[src/rtl/digit_serial_adder.sv]
`default_nettype none
// +----------------------------------------------------------------------------+
// | digit_serial_adder                                                         |
// | Multi-cycle add/subtract, DIGIT bits per cycle, start/busy/done handshake. |
// | Revision: 1.0                                                              |
// +----------------------------------------------------------------------------+
module digit_serial_adder #(
   parameter int WIDTH = 32,
   parameter int DIGIT = 8
) (
   input  logic             clk,
   input  logic             rst,
   input  logic             start,
   input  logic             sub,
   input  logic [WIDTH-1:0] operand_a,
   input  logic [WIDTH-1:0] operand_b,
   input  logic             cin,
   output logic             busy,
   output logic             done,
   output logic [WIDTH-1:0] sum,
   output logic             cout,
   output logic             overflow,
   output logic             zero
);

   localparam int c_n     = WIDTH / DIGIT;
   localparam int c_idx_w = (c_n > 1) ? $clog2(c_n) : 1;
   localparam int c_msb   = WIDTH - 1;

   localparam logic [c_idx_w-1:0] c_last_idx = c_idx_w'(c_n - 1);

   localparam logic [1:0] c_idle = 2'd0;
   localparam logic [1:0] c_run  = 2'd1;
   localparam logic [1:0] c_done = 2'd2;

   generate
      if ((DIGIT < 1) || ((WIDTH % DIGIT) != 0)) begin : g_bad_digit
         $error("digit_serial_adder: WIDTH must be a positive multiple of DIGIT");
      end
   endgenerate

   logic [1:0]         state_q, state_d;
   logic [c_idx_w-1:0] idx_q, idx_d;
   logic [WIDTH-1:0]   a_q, a_d;
   logic [WIDTH-1:0]   b_q, b_d;
   logic               carry_q, carry_d;
   logic [WIDTH-1:0]   sum_q, sum_d;
   logic               cout_q, cout_d;
   logic               overflow_q, overflow_d;
   logic               zero_q, zero_d;

   logic               accept;
   logic               last_digit;
   logic [DIGIT-1:0]   digit_a;
   logic [DIGIT-1:0]   digit_b;
   logic [DIGIT:0]     digit_sum;
   logic [WIDTH-1:0]   sum_merge;

   assign accept     = start && ((state_q == c_idle) || (state_q == c_done));
   assign last_digit = (state_q == c_run) && (idx_q == c_last_idx);

   // ---------------- FSM: state register ----------------
   always_ff @(posedge clk) begin
      if (rst) begin
         state_q <= c_idle;
      end else begin
         state_q <= state_d;
      end
   end

   // ---------------- FSM: next state ----------------
   always_comb begin
      state_d = state_q;
      case (state_q)
         c_idle:  if (start) state_d = c_run;
         c_run:   if (last_digit) state_d = c_done;
         c_done:  state_d = start ? c_run : c_idle;
         default: state_d = c_idle;
      endcase
   end

   // ---------------- FSM: outputs ----------------
   always_comb begin
      busy = (state_q == c_run);
      done = (state_q == c_done);
   end

   // Select the active digit and splice its result into the running sum.
   always_comb begin
      digit_a = '0;
      digit_b = '0;
      for (int k = 0; k < c_n; k++) begin
         if (int'(idx_q) == k) begin
            digit_a = a_q[k*DIGIT +: DIGIT];
            digit_b = b_q[k*DIGIT +: DIGIT];
         end
      end
      digit_sum = {1'b0, digit_a} + {1'b0, digit_b} + {{DIGIT{1'b0}}, carry_q};
      sum_merge = sum_q;
      for (int k = 0; k < c_n; k++) begin
         if (int'(idx_q) == k) begin
            sum_merge[k*DIGIT +: DIGIT] = digit_sum[DIGIT-1:0];
         end
      end
   end

   always_comb begin
      a_d        = a_q;
      b_d        = b_q;
      carry_d    = carry_q;
      idx_d      = idx_q;
      sum_d      = sum_q;
      cout_d     = cout_q;
      overflow_d = overflow_q;
      zero_d     = zero_q;
      if (accept) begin
         // Subtraction folds into addition of ~B with a forced carry-in of 1.
         a_d     = operand_a;
         b_d     = sub ? ~operand_b : operand_b;
         carry_d = sub | cin;
         idx_d   = '0;
      end else if (state_q == c_run) begin
         sum_d   = sum_merge;
         carry_d = digit_sum[DIGIT];
         idx_d   = idx_q + 1'b1;
         if (last_digit) begin
            idx_d      = '0;
            cout_d     = digit_sum[DIGIT];
            overflow_d = (a_q[c_msb] == b_q[c_msb]) && (sum_merge[c_msb] != a_q[c_msb]);
            zero_d     = (sum_merge == '0);
         end
      end
   end

   always_ff @(posedge clk) begin
      if (rst) begin
         idx_q      <= '0;
         a_q        <= '0;
         b_q        <= '0;
         carry_q    <= 1'b0;
         sum_q      <= '0;
         cout_q     <= 1'b0;
         overflow_q <= 1'b0;
         zero_q     <= 1'b0;
      end else begin
         idx_q      <= idx_d;
         a_q        <= a_d;
         b_q        <= b_d;
         carry_q    <= carry_d;
         sum_q      <= sum_d;
         cout_q     <= cout_d;
         overflow_q <= overflow_d;
         zero_q     <= zero_d;
      end
   end

   assign sum      = sum_q;
   assign cout     = cout_q;
   assign overflow = overflow_q;
   assign zero     = zero_q;

endmodule
`default_nettype wire

[config.mk]
export PLATFORM = sky130hd
export DESIGN_NAME = digit_serial_adder
export DESIGN_NICKNAME = d
export VERILOG_FILES = /design/src/rtl/digit_serial_adder.sv
export SDC_FILE = /design/constraint.sdc
export NUM_CORES = 1
export LEC_CHECK = 0
export CELL_PAD_IN_SITES_DETAIL_PLACEMENT = 1
export CELL_PAD_IN_SITES_GLOBAL_PLACEMENT = 1
export CORE_MARGIN = 2
export CORE_UTILIZATION = 40
export CTS_BUF_LIST = sky130_fd_sc_hd__clkbuf_4 sky130_fd_sc_hd__clkbuf_8
export DETAILED_ROUTE_END_ITERATION = 8
export GPL_TIMING_DRIVEN = 0
export HOLD_SLACK_MARGIN = 0.02
export PLACE_DENSITY_LB_ADDON = 0.05
export SYNTH_ARGS = -nofsm -noshare
export SYNTH_HDL_FRONTEND = slang
export SYNTH_SLANG_ARGS = --single-unit
[constraint.sdc]
create_clock -name clk -period 9.5 [get_ports clk]
set_input_delay 1.9 -clock clk [delete_from_list [all_inputs] [get_ports clk]]
set_output_delay 1.9 -clock clk [all_outputs]
set_load 0.02 [all_outputs]
==> impl_metrics.py <==
metrics = {
    "sta": {
        "tns_ns": 0,
        "rsz0062_at_grt": "false",
        "skew_ns": 0.009858,
        "finalSetupViolCount": 0,
        "slew_violations": 0,
        "max_freq_ghz": 0.2024,
        "finalHoldViolations": 0,
        "worst_slew_pin_slew_ns": 0.7265,
        "min_period_ns": 4.941,
        "slew_headroom_pct": 51.22,
        "timing.final.crit_share_pct": 52.01,
    },
    "final_layout": {
        "final_cell_mix": "nand2_1 (143), dfxtp_1 (104), clkdlybuf4s50_1 (104)",
        "syn_to_final_growth_pct": 27.76,
        "final_common_cell": "nand2_1",
        "multi_input_area_um2": 2899,
        "antenna_cells": 0,
        "nFillCells": 1669,
        "num-nets-final": 877,
        "finalNonFillerCells": 972,
        "postLayoutCellArea_um2": 6715,
        "drive_gt1_share_pct": 4.750,
        "final-seq-area_um2": 2082,
    },
    "synth": {
        "async_reset_ff_share_pct": 0,
        "synth_nets": 762,
        "synth_seq_cells": 104,
        "yosysWarnings": 0,
        "synth_ff_type": "dfxtp_1",
        "synth_edf_count": 0,
        "netlist_area_um2": 5256,
        "synth_area_per_cell_um2": 7.730,
        "synth_top_cell_area_share_pct": 39.61,
        "synth_cells": 680,
        "yosysTopAreaCell": "dfxtp_1",
        "yosysSeqAreaShare_pct": 39.61,
        "synth.distinct_cells": 64,
        "synth_area_leaders": "dfxtp_1 (40%), nand2_1 (10%), a21oi_1 (9.6%)",
    },
    "clocking": {
        "post_cts_buffers": 0,
        "cts.clk_slew.worst_paths_ns": 0.10,
        "clk_latency_ns": 0.39,
        "cts_buffer_depth": 2,
        "numCtsBuffers": 9,
        "post_cts_resized": 0,
        "h-tree-depth": 3,
        "holdBufCountCts": 0,
        "clockRootBuffer": "clkbuf_8",
        "cts_tree": "done",
        "cts_sinks": 104,
    },
    "pwr": {
        "p_int_uw": 694.4,
        "max-vdd-ir-drop_mv": 0.09313,
        "p_leak_uw": 0.002416,
        "switching_share_pct": 31.71,
        "power.share.clock_pct": 29.1,
        "p_per_area_nw_per_um2": 151.4,
        "p_sw_uw": 322.5,
        "p_comb_share_pct": 24.0,
        "seqPwrFrac_pct": 46.9,
    },
    "setup_path": {
        "crit_arrival_ns": 5.22,
        "crit_chain": "inv_1 -> ha_1 -> inv_2 -> clkbuf_2 -> clkbuf_1 -> and3_1 -> a21oi_1 -> nor2_1 -> a21oi_1 -> o21ai_0 -> fa_1 -> fa_1 -> a211oi_1 -> nor2_1 -> nor2_1 -> nor4_1 -> o21ai_0 -> o31ai_2",
        "crit_type": "flop to flop",
        "path_common_cell": "nor2_1",
        "critPathLaunchType": "flop",
        "cp_max_fo": 10,
        "worstPathRequired_ns": 9.78,
        "worst_path_max_delay_cell": "nor2_1",
        "slowest_delay_ns": 0.56,
        "endpoint_kind": "flop",
    },
    "detailed_routing": {
        "num_vias": 5187,
        "wirelength_um": 17500,
        "vias_per_cell": 5.336,
        "wl_per_cell_um": 18.00,
        "drc": 0,
        "drtPass1Iterations": 4,
        "antenna_left": 0,
        "initialDrtViolationCount": 205,
    },
    "placement": {
        "hpwl_um": 13610,
        "placed_cells": 956,
        "gp_congestion": 0.9002,
        "io_buffers": 104,
        "dpl_cell_area_um2": 6513,
    },
    "global_route": {
        "grt_usage_pct": 25.24,
        "grt_first_pass_wirelength_um": 27990,
        "grt_pass1_vias": 5480,
        "antenna_found_initial": 0,
        "grt_max_degree": 18,
        "overflow": 0,
    },
    "job": {
        "cap_violations": 0,
    },
    "floorplan": {
        "die_h_um": 118.6,
        "dieArea_um2": 14070,
        "die_w_um": 118.6,
        "coreArea_um2": 12720,
        "ios": 106,
        "initial_utilization_pct": 41.32,
        "rows": 41,
    },
    "min_path": {
        "min_path_type": "flop to flop",
    },
    "run_status": {
        "status": "finished clean",
    },
}
==> worst paths after layout <==
kind                               from                  end  slack (ns)  cells after the start
setup / recovery  idx_q[1]$_SDFFE_PP0P_    zero$_SDFFE_PP0P_        4.56                     18
hold / removal      a_q[6]$_SDFFE_PP0P_  a_q[6]$_SDFFE_PP0P_        0.46                      2
setup reg to reg  idx_q[1]$_SDFFE_PP0P_    zero$_SDFFE_PP0P_        4.56                     18
hold reg to reg     a_q[6]$_SDFFE_PP0P_  a_q[6]$_SDFFE_PP0P_        0.46                      2
==> critical path: cells and delay by family (launching register included) <==
kind                     cells  cell delay (ns)
adder cells (fa/ha/maj)      3             1.34
AO/OA/AOI/OAI                6             1.23
AND/OR/NAND/NOR              5             1.21
buffers and inverters        4             0.72
flip-flops                   1             0.35
==> final cells by class <==
class / count / area share [%]
multi-input combinational: 516 / 43.17
inverter: 5 / 0.2795
clock inverter: 6 / 0.9689
tap: 172 / 3.205
buffer: 55 / 3.820
sequential: 104 / 31.00
clock buffer: 10 / 2.050
timing repair buffer: 104 / 15.50
==> cell usage after synthesis, drive strengths merged (7+ instances only) <==
library cell    n
nand2         144
dfxtp         104
a21oi         101
nor2           66
clkbuf         45
a211oi         39
xnor2          34
o21ai          24
and3           16
ha             11
buf            10
nor2b           9
nor4            7
==> metal layers <==
| layer | track usage, % | routed length [um] | vias up |
|---|---|---|---|
| met1 | 29.10 | 7170 | 2438 |
| met3 | 3.137 | 730 | 37 |
| met2 | 46.91 | 9063 | 144 |
| met4 | 9.970 | 531 | 0 |
| li1 | - | - | 2568 |
| met5 | 0 | 0 | - |
==> sequential cells by signal (all words and copies together) (netlist names) <==
name	count
sum	32
overflow	1
b_q	32
idx_q	2
a_q	32
state_q	2
zero	1
cout	1
carry_q	1
==> kinds of logic after synthesis <==
kind of cell / synth area share (%)
AOI/OAI and AO/OA: 21.99
and+or+nand+nor: 23.21
adders and majority gates: 3.380
buffers and inverters: 5.237
xor gates and xnor gates: 6.189
DFF: 39.61
muxes: 0.3809
==> power by group through the flow <==
stage               Sequential (uW)  Clock (uW)  Combinational [uW]
floorplan                       486           0                 146
CTS                             477         299                 244
global placement                486           0                 236
global route                    480         316                 267
finish                          477         296                 244
detailed placement              487           0                 242
==> stage by stage <==
| stage | util [%] | hold WS (ns) | total power, uW | setup slack, ns |
|---|---|---|---|---|
| after floorplan | - | 0.4319 | 631.7 | 5.613 |
| after global placement | 51.19 | 0.4453 | 721.2 | 4.780 |
| final | 52.78 | 0.4623 | 1017 | 4.559 |
| after global routing | 52.78 | 0.4854 | 1064 | 4.208 |
| after detailed placement | 51.19 | 0.4528 | 728.7 | 4.626 |
| after CTS | 52.78 | 0.4681 | 1021 | 4.597 |
Note: power is estimated with default switching activity, not from simulation.
